File: config.mk
export PLATFORM = sky130hd
export DESIGN_NAME = alu_arbiter
export DESIGN_NICKNAME = d
export VERILOG_FILES = /design/src/rtl/alu_arb_pkg.sv /design/src/rtl/alu_addsub8.sv /design/src/rtl/alu_arbiter.sv
export SDC_FILE = /design/constraint.sdc
export NUM_CORES = 1
export LEC_CHECK = 0
export ABC_AREA = 1
export CAP_MARGIN = 20
export CORE_ASPECT_RATIO = 1.4
export CORE_MARGIN = 8
export CORE_UTILIZATION = 25
export CTS_CLUSTER_SIZE = 28
export DETAILED_ROUTE_END_ITERATION = 10
export PLACE_DENSITY_LB_ADDON = 0.2
export SLEW_MARGIN = 20
export SYNTH_ARGS = -nofsm -noshare
export SYNTH_HDL_FRONTEND = slang
export SYNTH_SLANG_ARGS = --single-unit
File: constraint.sdc
create_clock -name clk -period 2.49 [get_ports clk]
set_input_delay 0.249 -clock clk [delete_from_list [all_inputs] [get_ports clk]]
set_output_delay 0.249 -clock clk [all_outputs]
set_load 0.005 [all_outputs]
File: src/rtl/alu_arb_pkg.sv
// alu_arb_pkg: shared types and constants for the two-requester add/sub arbiter.
// Latency: n/a (declarations only).
// Backpressure: n/a.
// Contents: default datapath width, flag bit positions, sequencer state encoding.
package alu_arb_pkg;

   // Default operand/result width of the shared datapath.
   localparam int DEF_W = 8;

   // Bit positions inside the 4-bit flag vector returned with each result.
   localparam int FLAG_C = 0;  // raw carry-out (1 = no borrow on subtract)
   localparam int FLAG_Z = 1;  // result is zero
   localparam int FLAG_V = 2;  // signed overflow
   localparam int FLAG_P = 3;  // odd parity of result

   typedef enum logic [1:0] {
      IDLE = 2'd0,
      EXEC = 2'd1,
      RESP = 2'd2
   } state_t;

endpackage

File: src/rtl/alu_addsub8.sv
// alu_addsub8: combinational add/subtract with carry-out and signed overflow.
// Latency: 0 cycles (pure combinational).
// Backpressure: none; outputs follow inputs.
// Ports: a_i, b_i operands; sub_i selects A-B; result_o, carry_o, ovf_o.
module alu_addsub8
   import alu_arb_pkg::*;
#(
   parameter int W = DEF_W
) (
   input  logic [W-1:0] a_i,
   input  logic [W-1:0] b_i,
   input  logic         sub_i,
   output logic [W-1:0] result_o,
   output logic         carry_o,
   output logic         ovf_o
);

   logic [W-1:0] b_eff;
   logic [W:0]   sum;

   // Subtract is A + ~B + 1, so carry-out reads as "no borrow".
   assign b_eff = sub_i ? ~b_i : b_i;
   assign sum   = {1'b0, a_i} + {1'b0, b_eff} + {{W{1'b0}}, sub_i};

   assign result_o = sum[W-1:0];
   assign carry_o  = sum[W];
   // Operands of equal sign producing a result of the other sign.
   assign ovf_o    = (a_i[W-1] == b_eff[W-1]) && (sum[W-1] != a_i[W-1]);

endmodule

File: src/rtl/alu_arbiter.sv
// alu_arbiter: arbitrates two requesters onto one add/sub datapath, returns result+flags+id.
// Latency: accept at edge N -> resp_valid from cycle N+2; one operation in flight, issue every 3 cycles.
// Backpressure: req*_ready only in IDLE; response held stable until resp_ready.
// Ports: req0_*/req1_* request handshakes (valid/ready, a, b, sub); resp_* response handshake
//        (valid/ready, id, result, flags[C,Z,V,P]); clk, rst_n (async active-low).
// Build option: define ALU_ARB_FIXED_PRIO_EN for strict priority (requester 0 wins ties);
//        default build uses round-robin on simultaneous requests.
module alu_arbiter
   import alu_arb_pkg::*;
#(
   parameter  int W    = DEF_W,
   parameter  int NREQ = 2,
   localparam int ID_W = $clog2(NREQ)
) (
   input  logic            clk,
   input  logic            rst_n,

   input  logic            req0_valid,
   output logic            req0_ready,
   input  logic [W-1:0]    req0_a,
   input  logic [W-1:0]    req0_b,
   input  logic            req0_sub,

   input  logic            req1_valid,
   output logic            req1_ready,
   input  logic [W-1:0]    req1_a,
   input  logic [W-1:0]    req1_b,
   input  logic            req1_sub,

   output logic            resp_valid,
   input  logic            resp_ready,
   output logic [ID_W-1:0] resp_id,
   output logic [W-1:0]    resp_result,
   output logic [3:0]      resp_flags
);

   state_t            state_q;
   logic [W-1:0]      a_q;
   logic [W-1:0]      b_q;
   logic              sub_q;
   logic [ID_W-1:0]   id_q;

   logic              resp_valid_q;
   logic [ID_W-1:0]   resp_id_q;
   logic [W-1:0]      resp_result_q;
   logic [3:0]        resp_flags_q;

`ifndef ALU_ARB_FIXED_PRIO_EN
   logic              rr_ptr_q;   // requester preferred on a tie
`endif

   logic              gnt0;
   logic              gnt1;
   logic [W-1:0]      sum_d;
   logic              carry_d;
   logic              ovf_d;
   logic [3:0]        flags_d;

   // Grant is only offered in IDLE; a lone requester always wins.
   always_comb begin
      gnt0 = 1'b0;
      gnt1 = 1'b0;
      if (state_q == IDLE) begin
`ifdef ALU_ARB_FIXED_PRIO_EN
         gnt0 = req0_valid;
         gnt1 = req1_valid && !req0_valid;
`else
         gnt0 = req0_valid && (!req1_valid || !rr_ptr_q);
         gnt1 = req1_valid && (!req0_valid ||  rr_ptr_q);
`endif
      end
   end

   // Ready is forced low while reset is held, independent of the state register.
   assign req0_ready = rst_n && gnt0;
   assign req1_ready = rst_n && gnt1;

   alu_addsub8 #(
      .W (W)
   ) u_addsub (
      .a_i      (a_q),
      .b_i      (b_q),
      .sub_i    (sub_q),
      .result_o (sum_d),
      .carry_o  (carry_d),
      .ovf_o    (ovf_d)
   );

   always_comb begin
      flags_d         = 4'b0000;
      flags_d[FLAG_C] = carry_d;
      flags_d[FLAG_Z] = ~|sum_d;
      flags_d[FLAG_V] = ovf_d;
      flags_d[FLAG_P] = ^sum_d;
   end

   always_ff @(posedge clk or negedge rst_n) begin
      if (!rst_n) begin
         state_q       <= IDLE;
         a_q           <= '0;
         b_q           <= '0;
         sub_q         <= 1'b0;
         id_q          <= '0;
         resp_valid_q  <= 1'b0;
         resp_id_q     <= '0;
         resp_result_q <= '0;
         resp_flags_q  <= 4'b0000;
`ifndef ALU_ARB_FIXED_PRIO_EN
         rr_ptr_q      <= 1'b0;
`endif
      end else begin
         case (state_q)
            IDLE: begin
               // In IDLE ready equals grant, so a grant with valid is a handshake.
               if (gnt0 || gnt1) begin
                  a_q     <= gnt1 ? req1_a   : req0_a;
                  b_q     <= gnt1 ? req1_b   : req0_b;
                  sub_q   <= gnt1 ? req1_sub : req0_sub;
                  id_q    <= ID_W'(gnt1);
`ifndef ALU_ARB_FIXED_PRIO_EN
                  rr_ptr_q <= !gnt1;   // loser of this round is preferred next
`endif
                  state_q <= EXEC;
               end
            end
            EXEC: begin
               resp_result_q <= sum_d;
               resp_flags_q  <= flags_d;
               resp_id_q     <= id_q;
               resp_valid_q  <= 1'b1;
               state_q       <= RESP;
            end
            RESP: begin
               if (resp_ready) begin
                  resp_valid_q <= 1'b0;
                  state_q      <= IDLE;
               end
            end
            default: begin
               resp_valid_q <= 1'b0;
               state_q      <= IDLE;
            end
         endcase
      end
   end

   assign resp_valid  = resp_valid_q;
   assign resp_id     = resp_id_q;
   assign resp_result = resp_result_q;
   assign resp_flags  = resp_flags_q;

endmodule

==> Yosys cells after proc, flatten, opt, wreduce, memory -nomap -nowiden <==
Cells that the tools add are included.
{ "totals": {"out_inout_bits": 16, "inputBits": 39, "reg_bits": 35} }
{ "op_classes": {"bitwise_logic": 2, "reduce_logical": 19, "n_mux": 11, "n_eq_ne": 6, "addsub": 2} }
{ "op_table": {"columns": ["operator", "n"], "rows": [
  ["8-bit two-way mux", 3],
  ["8-bit by 8-bit adder with 9-bit output", 1],
  ["9-bit by 1-bit adder with 9-bit output", 1],
  ["8-bit NOT", 1],
  ["8-bit OR reduction", 1],
  ["8-bit parity", 1],
  ["2-bit case mux with 3 select lines", 1],
  ["2-bit AND reduction", 3],
  ["1-bit logical AND", 5],
  ["1-bit zero test", 5],
  ["1-bit two-way mux", 4],
  ["2-bit two-way mux", 2],
  ["1-bit logical OR", 3],
  ["1-bit case mux with 3 select lines", 1],
  ["2-bit by 1-bit equality test with 1-bit output (second input constant)", 1],
  ["2-bit equality test (second input constant)", 1],
  ["2-bit zero test", 1],
  ["2-bit by 1-bit != test with 1-bit output (second input constant)", 1],
  ["2-bit != test (second input constant)", 1],
  ["1-bit equality test", 1],
  ["1-bit != test", 1],
  ["1-bit NOT", 1]
]} }

==> Depth between registers and ports, before layout <==
Gate-level depths: netlist of run 1.
{ "depth": {"word_depth": 7, "ltp_mapped": 18} }

==> By module <==
A second synthesis of run 1 with hierarchy kept.
{ "hier_totals": {"hier_cells": 290, "hier_area_um2": 2263.4} }
{ "modules_own_cells": {"columns": ["module", "instances", "seq_area_each_um2", "area_each_um2", "cells_per_inst"], "rows": [
  ["alu_arbiter", 1, 875.8, 1773.0, 220],
  ["alu_addsub8", 1, 0.0, 490.5, 70]
]} }

==> Least setup slack after synthesis of run 1 <==
No wires, ideal clock.
{ "synth_timing": {"path_kind": "reg-to-reg", "startpoint": "reg sub_q", "endpoint": "reg resp_flags_q[3], in the netlist resp_flags[3]", "slack_ps": 76, "t_arrival_ps": 2297, "setup_ps": 117, "t_required_ps": 2373, "stages_incl_launch_ff": 16, "path_cell_list": "dfrtp_1 buf_6 xor2_1 ha_1 a21oi_1 nand2_4 nand3_2 nand3_2 xor2_2 inv_2 ha_1 inv_1 xor2_1 nand3_1 nand3_1 nand2_1"} }
{ "synth_via": {"elab_chain_len": 4} }
{ "synth_lines": {"columns": ["item", "line", "rtl"], "rows": [
  ["start: declaration", "alu_arbiter.sv:40", "logic sub_q;"],
  ["start signal: assignment", "alu_arbiter.sv:118", "sub_q <= gnt1 ? req1_sub : req0_sub;"],
  ["8-bit two-way mux", "alu_addsub8.sv:22", "assign b_eff = sub_i ? ~b_i : b_i;"],
  ["8-bit by 8-bit adder with 9-bit output", "alu_addsub8.sv:23", "assign sum = {1'b0, a_i} + {1'b0, b_eff} + {{W{1'b0}}, sub_i};"],
  ["9-bit by 1-bit adder with 9-bit output (*)", "alu_addsub8.sv:23", null],
  ["8-bit parity (*)", "alu_arbiter.sv:94", "flags_d[FLAG_P] = ^sum_d;"],
  ["end signal: assignment", "alu_arbiter.sv:128", "resp_flags_q <= flags_d;"],
  ["end: declaration", "alu_arbiter.sv:46", "logic [3:0] resp_flags_q;"]
]} }
Mark *: on every way between the ends. The rest lies on a longest branch, timed or not.
A chain may end at the register's enable or synchronous reset.

==> Worst setup path after layout of run 1 <==
Same ends and word-level chain as after synthesis.

==> impl_metrics.ini, run 1 <==
[setup_path]
path_max_fanout = 5
cp-startpoint = sub_q$_DFFE_PN0P_
endpoint_kind = flop
r2r_cells = 13
path_buf_inv = 3
max_stage_delay_ps = 450
cp_cell_sequence = buf_4, xor2_1, ha_1, nand2_2, nand3_2, xor2_2, inv_2, ha_1, inv_2, xor2_1, nand3_1, nand3_1, nand2_1
cp-start-kind = flop
setup.worst_path.class = reg2reg
slowest_stage = dfrtp_2
cp_num_cells = 13
r2r-end = resp_flags[3]$_DFFE_PN0P_
cp.required_ps = 2650
r2r-start = sub_q$_DFFE_PN0P_
path_delay_family = adder cells
rrSetupSlack_ps = 100
critPathCapture = resp_flags[3]$_DFFE_PN0P_
worstPathArrival_ps = 2560

[worst_hold_path]
hp-class = in2async

[synthesis]
yosysSeqAreaShare_pct = 41.0
synth.most_common_cell = nand2_1
synth.largest_area_cell = dfrtp_1
yosys.cell_types.count = 33
synthCells = 249
yosys_warnings = 0
synth.ff_latch_count = 35
syn_area_per_cell_sq_um = 8.59
synthFlopType = dfrtp_1
ys_async_sr_fraction_pct = 100
syn-num-nets = 299
synthTopCellsByArea = dfrtp_1 41%, nand3_1 8.9%, nand2_1 8.4%
syn-cell-area_sq_mm = 0.00214
synth_top_area_share_pct = 41.0
synthTopCellsByCount = 48 x nand2_1, 38 x nand3_1, 35 x dfrtp_1, 19 x inv_1, 19 x nand4_1
synth_edf_count = 0

[sta]
fmax_mhz = 418
period_share_pct = 96.1
finalSetupViolCount = 0
worstMarginPinSlew_ps = 534
hold_viol_final = 0
timing.slew.headroom_pct = 64.4
slew_viol_final = 0
rsz0062_at_grt = true
setup_slack_ps = 96.9
min_period_ps = 2390
fin_skew_ps = 3.57

[grt]
grt_start_max_net_pins = 36
grtUsageTotal_pct = 10.3
grt-ovfl-total = 0
grt_pass1_wl_um = 9610
grt_pass1_vias = 2004
grt_antenna_before_repair = 0

[detailed_routing]
via_count = 1871
drc = 0
drtAntennaViolNets = 0
vias_per_cell = 4.52
drt_wl_total_um = 5790
wl_per_cell_um = 14.0
first_iter_violations = 86
first_pass_iters = 4

[cts]
clk_pin_slew_worst_paths_ps = 50
numCtsBuffers = 5
clockBufferDepth = 2
insertion_delay_ps = 270
cts_root_buf = clkbuf_16
cts.sinks = 35
htree_levels = 2
hold_buffers = 0
cts_tree = done

[power]
p_comb_share_pct = 67.8
clkPwrFrac_pct = 12.9
p_leak_nw = 1.39
switching_share_pct = 45.6
ir_drop_mv = 0.874
p_sw_mw = 2.54
p_seq_share_pct = 19.2
power_density_mw_per_mm2 = 1860
p_int_mw = 3.03

[final_layout]
fillers = 894
nets = 358
seqCellArea_sq_um = 877
diodes = 0
multiInputGateArea_sq_mm = 0.00112
syn_to_final_growth_pct = 40.3
drive_gt1_share_pct = 15.9
final_cell_area_sq_mm = 0.00300

[place]
pre_cts_ws_ps = 28.5
dpl_cell_area_sq_mm = 0.00279
dpl.hpwl_um = 4740
port_buffers = 54
routabilityCongestion = 0.810

[die]
dieArea_sq_mm = 0.0118
die_w_um = 94.2
start_util_pct = 25.3
num_rows = 40
die_h_um = 125
core_sq_mm = 0.00846
pin_count = 55

[run_status]
status = finished clean

[job]
drv_cap = 0
-- power by group through the flow --
stage	clock network, mW	registers (mW)	logic, mW
after global placement	0	1.08	3.65
after floorplan	0	1.03	2.88
after CTS	0.745	1.07	3.71
final	0.720	1.07	3.78
after detailed placement	0	1.08	3.69
after global routing	0.772	1.11	4.28
-- cells in the final DEF (no fill, tap or decap), types with 2 or more instances in the layout --
| cell | Yosys | routed |
|---|---|---|
| o21ai_0 | 10 | 10 |
| inv_1 | 19 | 18 |
| a21oi_1 | 4 | 3 |
| nand4_1 | 19 | 19 |
| nor2_1 | 8 | 8 |
| xnor2_1 | 4 | 3 |
| dfrtp_1 | 35 | 34 |
| nand2_4 | 3 | 3 |
| xor2_2 | 1 | 2 |
| xor2_1 | 9 | 8 |
| nand2_2 | 7 | 8 |
| o21ai_1 | 2 | 2 |
| clkdlybuf4s50_1 | 0 | 54 |
| nor2_4 | 2 | 2 |
| nand2_1 | 48 | 47 |
| ha_1 | 10 | 9 |
| nand3_2 | 5 | 5 |
| a31oi_1 | 2 | 2 |
| nand3_1 | 38 | 38 |
| inv_2 | 1 | 2 |
| buf_4 | 0 | 10 |
| clkbuf_16 | 0 | 5 |
-- registers in the layout (all words and copies together) (netlist names) --
register	count
resp_id	1
resp_flags	4
b_q	8
state_q	2
sub_q	1
rr_ptr_q	1
id_q	1
a_q	8
resp_result	8
resp_valid	1
-- kinds of logic (layout without fill, tap and decap cells) --
family	after synthesis	in the layout	share of synthesized area, %
adder cells (fa/ha/maj)	11	11	6.79
AO/OA/AOI/OAI	22	22	5.79
XOR/XNOR	14	14	6.09
flip-flops	35	35	41.0
buffers and inverters	33	93	7.96
AND/OR/NAND/NOR	134	134	32.4
-- layer usage --
| layer | up-vias | global-route usage (%) | wire length (um) |
|---|---|---|---|
| met2 | 35 | 19.1 | 3210 |
| met3 | 4 | 2.93 | 292 |
| met1 | 869 | 10.3 | 2210 |
| met4 | 0 | 3.75 | 76 |
| met5 | - | 0 | 0 |
| li1 | 963 | - | - |
-- final cells by class --
| type | instances | area share (%) |
|---|---|---|
| clock buffer | 6 | 4.63 |
| clock inverter | 2 | 1.17 |
| inverter | 21 | 2.79 |
| multi-input combinational | 181 | 37.3 |
| sequential | 35 | 29.2 |
| tap | 105 | 4.38 |
| timing repair buffer | 64 | 20.5 |
-- how the worst min path moves through the flow --
stage               cells after the start  slack, ps                         end
CTS                                     2        490  resp_result[1]$_DFFE_PN0P_
detailed placement                      2        470   resp_flags[3]$_DFFE_PN0P_
finish                                  2        460  resp_result[1]$_DFFE_PN0P_
global placement                        2        470   resp_flags[3]$_DFFE_PN0P_
global route                            2        520  resp_result[6]$_DFFE_PN0P_
floorplan                               0        -50          a_q[0]$_DFFE_PN0P_
-- stage by stage --
| stage | instances | total power, mW | util [%] | setup TNS, ps | hold WS [ps] |
|---|---|---|---|---|---|
| after floorplan | 249 | 3.91 | - | 0 | -46.6 |
| after global placement | 405 | 4.73 | 33.0 | 0 | 468 |
| after detailed placement | 405 | 4.77 | 33.0 | 0 | 473 |
| after CTS | 413 | 5.52 | 35.1 | 0 | 488 |
| after global routing | 414 | 6.16 | 35.5 | -62.5 | 516 |
| final | 414 | 5.57 | 35.5 | 0 | 461 |
-- timing repair --
item                                    4_1_cts  5_1_grt
endpoints found under the setup margin        0        1
gates resized for setup                       0        8
buffers inserted                              0        1
(Power assumes the default switching activity.)
==> inputs of run 2 (changes only) <==
Settings changed: CTS_BUF_LIST from default to sky130_fd_sc_hd__clkbuf_16, SLEW_MARGIN 20 to default.
==> run 2 against run 1 <==
Against the previous run:
- total power fell by 0.53%
- hold slack barely moved
- utilization fell by 0.12 points
- non-clock buffer count did not move
- count of clock-buffer cells in the layout fell by 1
- critical path depth did not move
- via count rose by 0.75%
- die area did not move
- cell area fell by 0.33%
- critical endpoint unchanged
==> impl_metrics.ini, run 2 (synthesized netlist as in run 1, its figures left out) <==
[cts]
clk_pin_slew_worst_paths_ps = 50
insertion_delay_ps = 270
cts.sinks = 35
cts_tree = done
numCtsBuffers = 5
clockBufferDepth = 2
cts_root_buf = clkbuf_16
htree_levels = 2

[power]
p_leak_nw = 1.38
switching_share_pct = 45.9
p_int_mw = 3.00
p_sw_mw = 2.54
p_seq_share_pct = 19.3
clkPwrFrac_pct = 12.4
power_density_mw_per_mm2 = 1850
p_comb_share_pct = 68.2
ir_drop_mv = 0.876

[final_layout]
drive_gt1_share_pct = 15.5
final_common_cell = clkdlybuf4s50_1
finish.utilization_pct = 35.4
fillers = 897
syn_to_final_growth_pct = 39.8
mostFrequentLayoutCells = 54 x clkdlybuf4s50_1, 47 x nand2_1, 38 x nand3_1
nets = 358
diodes = 0

[setup_path]
path_max_fanout = 5
slowest_stage = dfrtp_2
r2r-start = sub_q$_DFFE_PN0P_
worstPathArrival_ps = 2560
cp-start-kind = flop
r2r_cells = 13
r2r-end = resp_flags[3]$_DFFE_PN0P_
cp.required_ps = 2650
rrSetupSlack_ps = 100
cp_cell_sequence = buf_4, xor2_1, ha_1, nand2_2, nand3_2, xor2_2, inv_2, ha_1, inv_2, xor2_1, nand3_1, nand3_1, nand2_1
max_stage_delay_ps = 450
setup.worst_path.class = reg2reg
endpoint_kind = flop

[die]
die_w_um = 94.2
dieArea_sq_mm = 0.0118
start_util_pct = 25.3
core_sq_mm = 0.00846
num_rows = 40
pin_count = 55
die_h_um = 125

[detailed_routing]
wl_per_cell_um = 14.0
vias_per_cell = 4.55
drt_wl_total_um = 5780
drtAntennaViolNets = 0
drc = 0
via_count = 1885
first_iter_violations = 81
first_pass_iters = 4

[grt]
grt_start_max_net_pins = 36
grt_antenna_before_repair = 0
grt_pass1_vias = 2001
grt-ovfl-total = 0
grtUsageTotal_pct = 10.3
grt_pass1_wl_um = 9600

[place]
port_buffers = 54
routabilityCongestion = 0.810
dpl.hpwl_um = 4740

[sta]
period_share_pct = 96.1
timing.slew.headroom_pct = 64.4
slew_viol_final = 0
fmax_mhz = 418
finalSetupViolCount = 0
fin_hold_ws_ps = 460
min_period_ps = 2390
hold_viol_final = 0
fin_skew_ps = 2.98
rsz0062_at_grt = true
worstMarginPinSlew_ps = 534

[job]
drv_cap = 0

[run_status]
status = finished clean

[worst_hold_path]
hp-class = in2async
[run 2: changes by cell type in the layout (fill, tap and decap cells not counted), sizes merged]
cell    change
clkinv      +1
clkbuf      -1
[run 2: worst max-delay path by stage]
stage                      startpoint                        end  slack [ps]  cells after the start
floorplan           sub_q$_DFFE_PN0P_  resp_flags[3]$_DFFE_PN0P_          80                     15
global placement    sub_q$_DFFE_PN0P_  resp_flags[3]$_DFFE_PN0P_          70                     12
detailed placement  sub_q$_DFFE_PN0P_  resp_flags[3]$_DFFE_PN0P_          30                     11
CTS                 sub_q$_DFFE_PN0P_  resp_flags[3]$_DFFE_PN0P_          10                     16
global route        sub_q$_DFFE_PN0P_  resp_flags[3]$_DFFE_PN0P_         -60                     15
finish              sub_q$_DFFE_PN0P_  resp_flags[3]$_DFFE_PN0P_         100                     13
[run 2: layout make-up]
class / instances / area, sq um / share of cell area (%)
Timing Repair Buffer: 64 / 616 / 20.6
Sequential cell: 35 / 877 / 29.3
Tap cell: 105 / 131 / 4.39
Inverter: 21 / 83.8 / 2.80
Multi-Input combinational cell: 181 / 1120 / 37.4
Clock buffer: 5 / 125 / 4.18
Clock inverter: 3 / 38.8 / 1.30
[run 2: per-stage QoR]
step	power (mW)	cells	setup WS, ps	instance area, sq um	TNS, ps
final	5.54	414	96.5	2990	0
after CTS	5.49	413	10.4	2960	0
after floorplan	3.91	249	76.1	2140	0
after detailed placement	4.77	405	28.5	2790	0
after global placement	4.73	405	71.4	2790	0
after global routing	6.13	414	-62.5	2990	-62.5
[run 2: critical path: cells and delay by family, from the launching register on]
family,cells,cell delay (ps)
and+or+nand+nor,5,410
xor gates and xnor gates,3,470
DFF,1,450
adders and majority gates,2,650
buffers and inverters,3,290
[run 2: power by group through the flow]
| stage | combinational [mW] | sequential (mW) | clock, mW |
|---|---|---|---|
| floorplan | 2.88 | 1.03 | 0 |
| global placement | 3.65 | 1.08 | 0 |
| detailed placement | 3.69 | 1.08 | 0 |
| CTS | 3.71 | 1.07 | 0.712 |
| global route | 4.28 | 1.11 | 0.740 |
| finish | 3.78 | 1.07 | 0.688 |
[run 2: routing by layer]
| layer | vias to the layer above | routed length [um] | track usage, % |
|---|---|---|---|
| met5 | - | 0 | 0 |
| met4 | 0 | 84 | 4.03 |
| met3 | 5 | 297 | 2.93 |
| met2 | 36 | 3190 | 19.0 |
| met1 | 881 | 2210 | 10.3 |
| li1 | 963 | - | - |
[run 2: what timing repair did]
item	CTS	global route
hold endpoints to repair	0	0
hold buffers	0	0
resized for setup	0	8
buffers inserted	0	1
endpoints found under the setup margin	0	1
